### config.mk
export PLATFORM = sky130hd
export DESIGN_NAME = net_router_output_ctrl_pkt
export DESIGN_NICKNAME = d
export VERILOG_FILES = /design/src/rtl/net_router_output_ctrl_pkt.sv
export SDC_FILE = /design/constraint.sdc
export NUM_CORES = 1
export LEC_CHECK = 0
export ABC_AREA = 1
export CORE_UTILIZATION = 38
export DETAILED_ROUTE_END_ITERATION = 8
export PLACE_DENSITY = 0.61
export SYNTH_ARGS = -nofsm -noshare
export SYNTH_HDL_FRONTEND = slang
export SYNTH_SLANG_ARGS = --single-unit
### constraint.sdc
create_clock -name clk -period 2.94 [get_ports clk]
set_input_delay 0.588 -clock clk [delete_from_list [all_inputs] [get_ports clk]]
set_output_delay 0.588 -clock clk [all_outputs]
set_load 0.01 [all_outputs]
### src/rtl/net_router_output_ctrl_pkt.sv
// Router output-port controller: round-robin wormhole arbiter
// with a domain-owned link and a dead gap on domain change.
module net_router_output_ctrl_pkt #(
  parameter int p_num_ports  = 3,
  parameter int p_sel_nbits  = $clog2(p_num_ports),
  parameter int p_dom_nbits  = 1,
  parameter int p_switch_gap = 2,
  parameter int p_gap_nbits  = $clog2(p_switch_gap+1)
) (
  input  logic                               clk,
  input  logic                               reset,
  input  logic [p_num_ports-1:0]             reqs,
  input  logic [p_num_ports-1:0]             reqs_tail,
  input  logic [p_num_ports*p_dom_nbits-1:0] reqs_domain,
  input  logic                               out_rdy,
  output logic [p_num_ports-1:0]             grants,
  output logic                               out_val,
  output logic [p_sel_nbits-1:0]             xbar_sel,
  output logic [p_dom_nbits-1:0]             out_domain,
  output logic                               busy
);

  typedef enum logic [1:0] {
    ST_IDLE,
    ST_LOCKED,
    ST_SWITCH
  } state_e;

  localparam logic [p_sel_nbits-1:0] LAST =
    p_sel_nbits'(p_num_ports-1);

  state_e                 state_q, state_d;
  logic [p_sel_nbits-1:0] lock_port_q, lock_port_d;
  logic [p_sel_nbits-1:0] ptr_q, ptr_d;
  logic [p_dom_nbits-1:0] out_domain_q, out_domain_d;
  logic [p_gap_nbits-1:0] gap_cnt_q, gap_cnt_d;
  logic [p_sel_nbits-1:0] xbar_sel_q, xbar_sel_d;

  logic [p_dom_nbits-1:0] dom_arr [p_num_ports];
  logic [p_sel_nbits-1:0] win;
  logic [p_sel_nbits-1:0] idx;
  logic [p_sel_nbits-1:0] win_inc;
  logic [p_sel_nbits-1:0] lock_inc;
  logic [p_dom_nbits-1:0] dom_w;
  logic                   found;
  logic [p_num_ports-1:0] grants_c;

  // Unpack per-port domain tags
  always_comb begin
    for (int i = 0; i < p_num_ports; i++) begin
      dom_arr[i] = reqs_domain[i*p_dom_nbits +: p_dom_nbits];
    end
  end

  // Round-robin pick starting at ptr
  always_comb begin
    win   = '0;
    idx   = '0;
    found = 1'b0;
    for (int k = 0; k < p_num_ports; k++) begin
      idx = p_sel_nbits'((int'(ptr_q) + k) % p_num_ports);
      if (!found && reqs[idx]) begin
        found = 1'b1;
        win   = idx;
      end
    end
  end

  assign dom_w    = dom_arr[win];
  assign win_inc  = (win == LAST) ? '0 : win + 1'b1;
  assign lock_inc = (lock_port_q == LAST) ? '0
                  : lock_port_q + 1'b1;

  // Next state, grants and register updates
  always_comb begin
    state_d      = state_q;
    lock_port_d  = lock_port_q;
    ptr_d        = ptr_q;
    out_domain_d = out_domain_q;
    gap_cnt_d    = gap_cnt_q;
    xbar_sel_d   = xbar_sel_q;
    grants_c     = '0;
    unique case (state_q)
      ST_IDLE: begin
        if (found) begin
          if (dom_w == out_domain_q) begin
            if (out_rdy) begin
              grants_c[win] = 1'b1;
              xbar_sel_d    = win;
              if (reqs_tail[win]) begin
                ptr_d = win_inc;
              end else begin
                lock_port_d = win;
                state_d     = ST_LOCKED;
              end
            end
          end else begin
            out_domain_d = dom_w;
            lock_port_d  = win;
            gap_cnt_d    = p_gap_nbits'(p_switch_gap-1);
            state_d      = ST_SWITCH;
          end
        end
      end
      ST_SWITCH: begin
        if (gap_cnt_q != '0) begin
          gap_cnt_d = gap_cnt_q - 1'b1;
        end else begin
          state_d    = ST_LOCKED;
          xbar_sel_d = lock_port_q;
        end
      end
      ST_LOCKED: begin
        if (reqs[lock_port_q] && out_rdy) begin
          grants_c[lock_port_q] = 1'b1;
          if (reqs_tail[lock_port_q]) begin
            state_d = ST_IDLE;
            ptr_d   = lock_inc;
          end
        end
      end
      default: state_d = ST_IDLE;
    endcase
    if (reset) grants_c = '0;
  end

  // State registers, synchronous reset
  always_ff @(posedge clk) begin
    if (reset) begin
      state_q      <= ST_IDLE;
      lock_port_q  <= '0;
      ptr_q        <= '0;
      out_domain_q <= '0;
      gap_cnt_q    <= '0;
      xbar_sel_q   <= '0;
    end else begin
      state_q      <= state_d;
      lock_port_q  <= lock_port_d;
      ptr_q        <= ptr_d;
      out_domain_q <= out_domain_d;
      gap_cnt_q    <= gap_cnt_d;
      xbar_sel_q   <= xbar_sel_d;
    end
  end

  assign grants     = grants_c;
  assign out_val    = |grants_c;
  assign xbar_sel   = xbar_sel_q;
  assign out_domain = out_domain_q;
  assign busy       = (state_q != ST_IDLE) && !reset;

endmodule

# Word-level counts from Yosys, hierarchy flattened

Index checks and enable logic that the tools add are counted.

Flip-flop bits (word level): 11
Input bits: 12
Word-level logic and storage cells: 123

Add/subtract/negate cells: 5
Divide/modulo/power cells: 3
$lt $le $gt $ge: 8
Equal/unequal tests: 18
Muxes and demuxes: 60
Bitwise logic cells: 2
Reductions and logical operators: 21

Operators by type and width:

| cell                    | count |
|---|---|
| $mod A32 B3 Y32 const B | 2 |
| $mux W2                 | 28 |
| $mod A3 B3 Y32 const B  | 1 |
| $ne A2 B2 Y1 const B    | 11 |
| $lt A2 B3 Y1 const B    | 5 |
| $mux W3                 | 5 |
| $bmux W1 S2             | 7 |
| $mux W1                 | 13 |
| $pmux W2 S2             | 3 |
| $reduce_and A4 Y1       | 2 |
| $reduce_bool A2 Y1      | 4 |
| $reduce_and A7 Y1       | 1 |
| $eq A2 B2 Y1 const B    | 3 |
| $logic_and A1 B1 Y1     | 6 |
| $ne A3 B3 Y1 const B    | 2 |
| $pmux W2 S3             | 1 |
| $pmux W3 S2             | 1 |
| $reduce_and A6 Y1       | 1 |
| $reduce_and A5 Y1       | 1 |
| $add A2 B1 Y2 const B   | 2 |
| $demux W1 S2            | 2 |
| $ge A2 B1 Y1 const B    | 2 |
| $add A2 B1 Y3 const B   | 1 |
| $add A2 B2 Y3 const B   | 1 |
| other kinds (10)        | 12 |

# Logic depth before layout (Yosys ltp)

Depth after elaboration: 20
Depth in mapped cells: 19

# Worst setup path after synthesis

OpenSTA, ideal clock, no wires.

Path type: flip-flop to output port
Start point: register ptr_q[0]
End point: output out_val
Data arrival time: 2049 ps
Data required time: 2352 ps
Setup slack: 303 ps
Stages on the path, launching flop included: 18
Path buffers: 0
Cell sequence: dfxtp_1 > inv_1 > ha_1 > inv_2 > nand2_1 > nand3_1 > nand2_1 > nand3_1 > nand2_2 > nor2_4 > inv_2 > nand2_4 > nand3_1 > nand2_2 > nand3_1 > nand2_1 > nand2_1 > nand3_1

Word-level cells in the longest chain between the ends: 20
Elaborated cells on any way between the ends: 37
Classes of those cells: 2 x add/sub; 3 x div; 2 x order compare; 1 x eq/ne; 22 x mux; 1 x bitwise; 6 x reduce/logical

RTL lines:

| item                                                     | line | text |
|---|---|---|
| start: declaration                                       | 34   | `logic [p_sel_nbits-1:0] ptr_q, ptr_d;` |
| start signal: assignment                                 | 139  | `ptr_q <= ptr_d;` |
| branches (longest 16 deep; another with $mod A32 B3 Y32) | n/a  |  |
| $mux W3 (*)                                              | 85   | `if (found) begin` |
| $pmux W3 S2 (*)                                          | 83   | `unique case (state_q)` |
| $mux W3 (*)                                              | 124  | `if (reset) grants_c = '0;` |
| $reduce_or A3 Y1 (*)                                     | 147  | `assign out_val = \|grants_c;` |
| end: declaration                                         | 17   | `output logic out_val,` |

Mark *: on every way between the ends. The select of a mux whose other input is x is not followed.

# Worst setup path after layout

Ends and elaborated chain as after synthesis.

==> impl_results.html <==
<table>
<tr><th>Metric</th><th>Value</th></tr>
<tr><th colspan="2">Timing</th></tr>
<tr><td>Transition time at the pin with the least slew margin</td><td>approximately 0.32 ns</td></tr>
<tr><td>Post-route setup slack</td><td>-0.0452 ns</td></tr>
<tr><td>Final critical-path share of the clock period</td><td>102%</td></tr>
<tr><td>Max Transition Viols Final</td><td>0</td></tr>
<tr><td>Total Neg Setup Slack</td><td>-0.0545 ns</td></tr>
<tr><td>Max Freq</td><td>roughly 0.33 GHz</td></tr>
<tr><td>Setup-violating endpoint count in the final report</td><td>3</td></tr>
<tr><td>Fin Clk Skew</td><td>approximately 0.0030 ns</td></tr>
<tr><td>Setup repair after global routing missed its margin</td><td>yes</td></tr>
<tr><td>Min Clock Period, post-route</td><td>2.99 ns</td></tr>
<tr><td>Max-slew headroom at the worst pin</td><td>78.9%</td></tr>
<tr><td>Hold Fails Final Rpt</td><td>0</td></tr>
<tr><th colspan="2">Placed design</th></tr>
<tr><td>Last weighted congestion value of the routability-driven placer</td><td>between 0.8 and 0.9</td></tr>
<tr><td>Count of buffers from port buffering</td><td>19</td></tr>
<tr><td>Placed cell area</td><td>approximately 1700 µm²</td></tr>
<tr><td>DP HPWL</td><td>roughly 2600 µm</td></tr>
<tr><th colspan="2">Flow run</th></tr>
<tr><td>Max-Cap Viols</td><td>0</td></tr>
<tr><th colspan="2">Clocking</th></tr>
<tr><td>Clock insertion delay at the later pin of the skew report</td><td>between 0.2 and 0.3 ns</td></tr>
<tr><td>CTS tree</td><td>yes</td></tr>
<tr><td>Clk slew on worst S/H paths</td><td>0.07 ns</td></tr>
<tr><td>Number of H-tree branching levels</td><td>1</td></tr>
<tr><td>Clock Sinks</td><td>11</td></tr>
<tr><td>Hold-fix buffers at CTS</td><td>0</td></tr>
<tr><td>Clk Tree Root Cell</td><td>sky130_fd_sc_hd__clkbuf_4</td></tr>
<tr><td>Bufs on Longest Clock Path</td><td>2</td></tr>
<tr><td>Cts bufs inserted</td><td>3</td></tr>
<tr><th colspan="2">Worst setup path</th></tr>
<tr><td>Category of the worst setup path capture point</td><td>output port</td></tr>
<tr><td>Maximum fanout encountered on the critical timing path</td><td>6</td></tr>
<tr><td>Worst R2R End</td><td>ptr_q[0]</td></tr>
<tr><td>Slowest cell delay on critical path</td><td>between 0.3 and 0.4 ns</td></tr>
<tr><td>Cell seen most often among critical-path stages</td><td>sky130_fd_sc_hd__nand2_4</td></tr>
<tr><td>Crit-path slowest cell</td><td>sky130_fd_sc_hd__dfxtp_2</td></tr>
<tr><td>Depth of the worst register-to-register path</td><td>19</td></tr>
<tr><td>Setup slack, reg-to-reg</td><td>between 0.4 and 0.5 ns</td></tr>
<tr><td>Worst Path Class, Setup</td><td>register to output port</td></tr>
<tr><td>Worst reg2reg path startpoint</td><td>ptr_q[0]</td></tr>
<tr><td>Worst path required time</td><td>roughly 2.4 ns</td></tr>
<tr><td>Cell chain of the critical path</td><td>inv_2 &gt; ha_4 &gt; inv_4 &gt; nand2_2 &gt; nand3_2 &gt; nand2_2 &gt; nand4_1 &gt; nand2_4 &gt; nand2_4 &gt; nand2_4 &gt; nand3_4 &gt; nand2_4 &gt; nand2_4 &gt; nand3b_1 &gt; nand2_1 &gt; nand2_1 &gt; nand3_1 &gt; buf_2</td></tr>
<tr><td>Category of the worst setup path launch point</td><td>register</td></tr>
<tr><td>Crit path arrival time</td><td>approximately 2.4 ns</td></tr>
<tr><th colspan="2">Layout</th></tr>
<tr><td>Fill cell instance count of the final layout</td><td>310</td></tr>
<tr><td>Leading cell types in the layout, fill and taps excluded</td><td>sky130_fd_sc_hd__nand2_1, sky130_fd_sc_hd__buf_4, sky130_fd_sc_hd__inv_1</td></tr>
<tr><td>Area of the multi-input gates</td><td>975 µm²</td></tr>
<tr><td>Layout cell share with drive strength beyond 1</td><td>37.7%</td></tr>
<tr><td>Post-layout instance area</td><td>roughly 1900 µm²</td></tr>
<tr><td>Sequential cell area</td><td>between 200 and 250 µm²</td></tr>
<tr><td>Signed area change from the synthesized netlist to the final layout</td><td>55.2%</td></tr>
<tr><td>Number of diodes</td><td>0</td></tr>
<tr><td>Net count of the finished layout</td><td>around 290</td></tr>
<tr><td>Commonest non-fill, non-tap cell in the layout</td><td>sky130_fd_sc_hd__nand2_1</td></tr>
<tr><th colspan="2">Yosys</th></tr>
<tr><td>Post-synthesis sequential area ratio</td><td>around 18%</td></tr>
<tr><td>Number of register bits inferred by synthesis</td><td>11</td></tr>
<tr><td>Syn Area/Cell</td><td>about 6.0 µm²</td></tr>
<tr><td>Multiplexer share of the synthesized area</td><td>0.811%</td></tr>
<tr><td>Synthesized-area fraction occupied by ao, oa, aoi and oai cells</td><td>10.5%</td></tr>
<tr><td>Post-Synth Adder-Cell Area</td><td>roughly 5%</td></tr>
<tr><td>Xor/xnor share of the synthesized area</td><td>0%</td></tr>
<tr><td>Cells after synthesis</td><td>205</td></tr>
<tr><td>Syn Nets</td><td>roughly 220</td></tr>
<tr><td>Number of warnings printed during yosys synthesis</td><td>0</td></tr>
<tr><td>Number of distinct library cell variants in the gate-level netlist after synthesis</td><td>26</td></tr>
<tr><td>Cell area after synthesis</td><td>around 1200 µm²</td></tr>
<tr><td>Combinational family with the most area after synthesis</td><td>simple AND/OR/NAND/NOR gates</td></tr>
<tr><td>Post-Synth Simple-Gate Area</td><td>a little over half</td></tr>
<tr><th colspan="2">Global route</th></tr>
<tr><td>Global-route wire length before repair</td><td>5750 µm</td></tr>
<tr><td>GR Overflow Total</td><td>0</td></tr>
<tr><td>Vias in the first global route</td><td>1283</td></tr>
<tr><td>Overall Global Routing Usage</td><td>about 22%</td></tr>
<tr><td>Initial antenna violation count</td><td>0</td></tr>
<tr><td>Pin count of the biggest net entering global routing</td><td>10</td></tr>
<tr><th colspan="2">Routing</th></tr>
<tr><td>Count of routing violations after the opening detailed-route iteration</td><td>62</td></tr>
<tr><td>Detailed-route vias per instance</td><td>4.70</td></tr>
<tr><td>DRC violations left</td><td>0</td></tr>
<tr><td>Vias</td><td>between 1000 and 1500</td></tr>
<tr><td>Total wire length</td><td>between 3000 and 4000 µm</td></tr>
<tr><td>Detail Route Antenna Nets</td><td>0</td></tr>
<tr><td>Routed WL per cell</td><td>roughly 11 µm</td></tr>
<tr><td>Detailed-router iteration count before antenna repair</td><td>4</td></tr>
<tr><th colspan="2">Floorplanning</th></tr>
<tr><td>Core Rows</td><td>20</td></tr>
<tr><td>Die area</td><td>roughly 3500 µm²</td></tr>
<tr><td>Core Region</td><td>around 3000 µm²</td></tr>
<tr><td>Starting Density</td><td>about two fifths</td></tr>
<tr><td>Die width</td><td>59.0 µm</td></tr>
<tr><td>Overall die height</td><td>about 59 µm</td></tr>
<tr><td>Number of ports placed on the die boundary</td><td>20</td></tr>
<tr><th colspan="2">Worst hold path</th></tr>
<tr><td>Worst hold stages</td><td>2</td></tr>
<tr><td>Path class of the lowest-slack min-delay path</td><td>register to register</td></tr>
<tr><td>Worst Hold Launch</td><td>gap_cnt_q[1]</td></tr>
<tr><td>Capture endpoint of the worst hold path</td><td>gap_cnt_q[1]</td></tr>
<tr><th colspan="2">Run status</th></tr>
<tr><td>Result of the run</td><td>finished, violations left</td></tr>
<tr><td>Failing checks</td><td>setup timing</td></tr>
</table>
[Yosys cell counts]
library cell,count,area [µm²]
sky130_fd_sc_hd__a31oi_1,2,12.5
sky130_fd_sc_hd__mux2i_1,1,10.0
sky130_fd_sc_hd__nand3_4,1,17.5
sky130_fd_sc_hd__dfxtp_1,11,220
sky130_fd_sc_hd__nand4_1,4,25.0
sky130_fd_sc_hd__o21ai_0,8,40.0
sky130_fd_sc_hd__nand2_4,4,45.0
sky130_fd_sc_hd__o2111ai_1,1,8.76
sky130_fd_sc_hd__nand3_1,22,110
sky130_fd_sc_hd__nor2_2,3,18.8
sky130_fd_sc_hd__or2_2,1,6.26
sky130_fd_sc_hd__o21ai_4,1,16.3
sky130_fd_sc_hd__nor2_4,1,11.3
sky130_fd_sc_hd__o22ai_1,1,6.26
sky130_fd_sc_hd__a21oi_1,6,30.0
sky130_fd_sc_hd__inv_1,32,120
sky130_fd_sc_hd__nand2_1,51,191
sky130_fd_sc_hd__nand3_2,8,80.1
sky130_fd_sc_hd__a21oi_4,1,16.3
sky130_fd_sc_hd__nor3_1,5,25.0
sky130_fd_sc_hd__nand2_2,6,37.5
sky130_fd_sc_hd__ha_1,5,62.6
sky130_fd_sc_hd__nor2_1,21,78.8
sky130_fd_sc_hd__buf_2,2,10.0
sky130_fd_sc_hd__inv_2,5,18.8
sky130_fd_sc_hd__nand3b_1,2,15.0
[metrics by stage]
stage	utilization, %	instances	hold WS [ns]	worst slack, ns
final	62.2	312	0.458	-0.0452
after global routing	62.2	312	0.502	-0.217
after CTS	60.5	309	0.467	-0.0272
after detailed placement	55.8	299	0.455	-0.598
after global placement	55.8	299	0.446	-0.566
after floorplan	-	205	0.430	0.303
[state kept, by name, summed over array words and instances, names as in the netlist]
name,count
state_q,2
ptr_q,2
lock_port_q,2
out_domain,1
xbar_sel,2
gap_cnt_q,2
[critical path, delay by kind of cell, from the launching register on]
| kind | cells | cell delay [ns] |
|---|---|---|
| buffers and inverters | 3 | 0.24 |
| adder cells (fa/ha/maj) | 1 | 0.30 |
| flip-flops | 1 | 0.35 |
| AND/OR/NAND/NOR | 14 | 1.24 |
[routing by layer]
metal	vias to the layer above	track usage (%)	share of wire (%)
met3	4	5.24	3.4
met4	0	4.42	0.86
met5	-	0	0
met1	649	29.9	50
met2	30	33.9	45
li1	783	-	-
[layout make-up]
cell class / count / share of cell area (%)
multi-input combinational: 155 / 50.9
timing repair buffer: 61 / 25.4
sequential: 11 / 11.8
inverter: 37 / 7.65
tap: 44 / 2.88
clock buffer: 3 / 1.18
clock inverter: 1 / 0.261
[worst max path at each step]
stage | from | end | slack, ns | depth (start not counted)
floorplan | ptr_q[0] | out_val | 0.30 | 17
global placement | reqs[1] | out_val | -0.57 | 18
detailed placement | reqs[0] | out_val | -0.60 | 18
CTS | ptr_q[0] | out_val | -0.03 | 18
global route | ptr_q[0] | out_val | -0.22 | 18
finish | ptr_q[0] | out_val | -0.05 | 18
[cell families after synthesis]
kind of cell	Yosys count
AO/OA/AOI/OAI	20
multiplexers	1
flip-flops	11
AND/OR/NAND/NOR	129
buffers and inverters	39
adder cells (fa/ha/maj)	5
[repair_timing]
item	in CTS	in global routing
pin swaps	14	11
buffers inserted	6	3
setup endpoints to repair	4	4
gates resized for setup	45	7
Power is not shown: default switching activity piles up to over one toggle a cycle in this logic, so the estimate is an artifact.
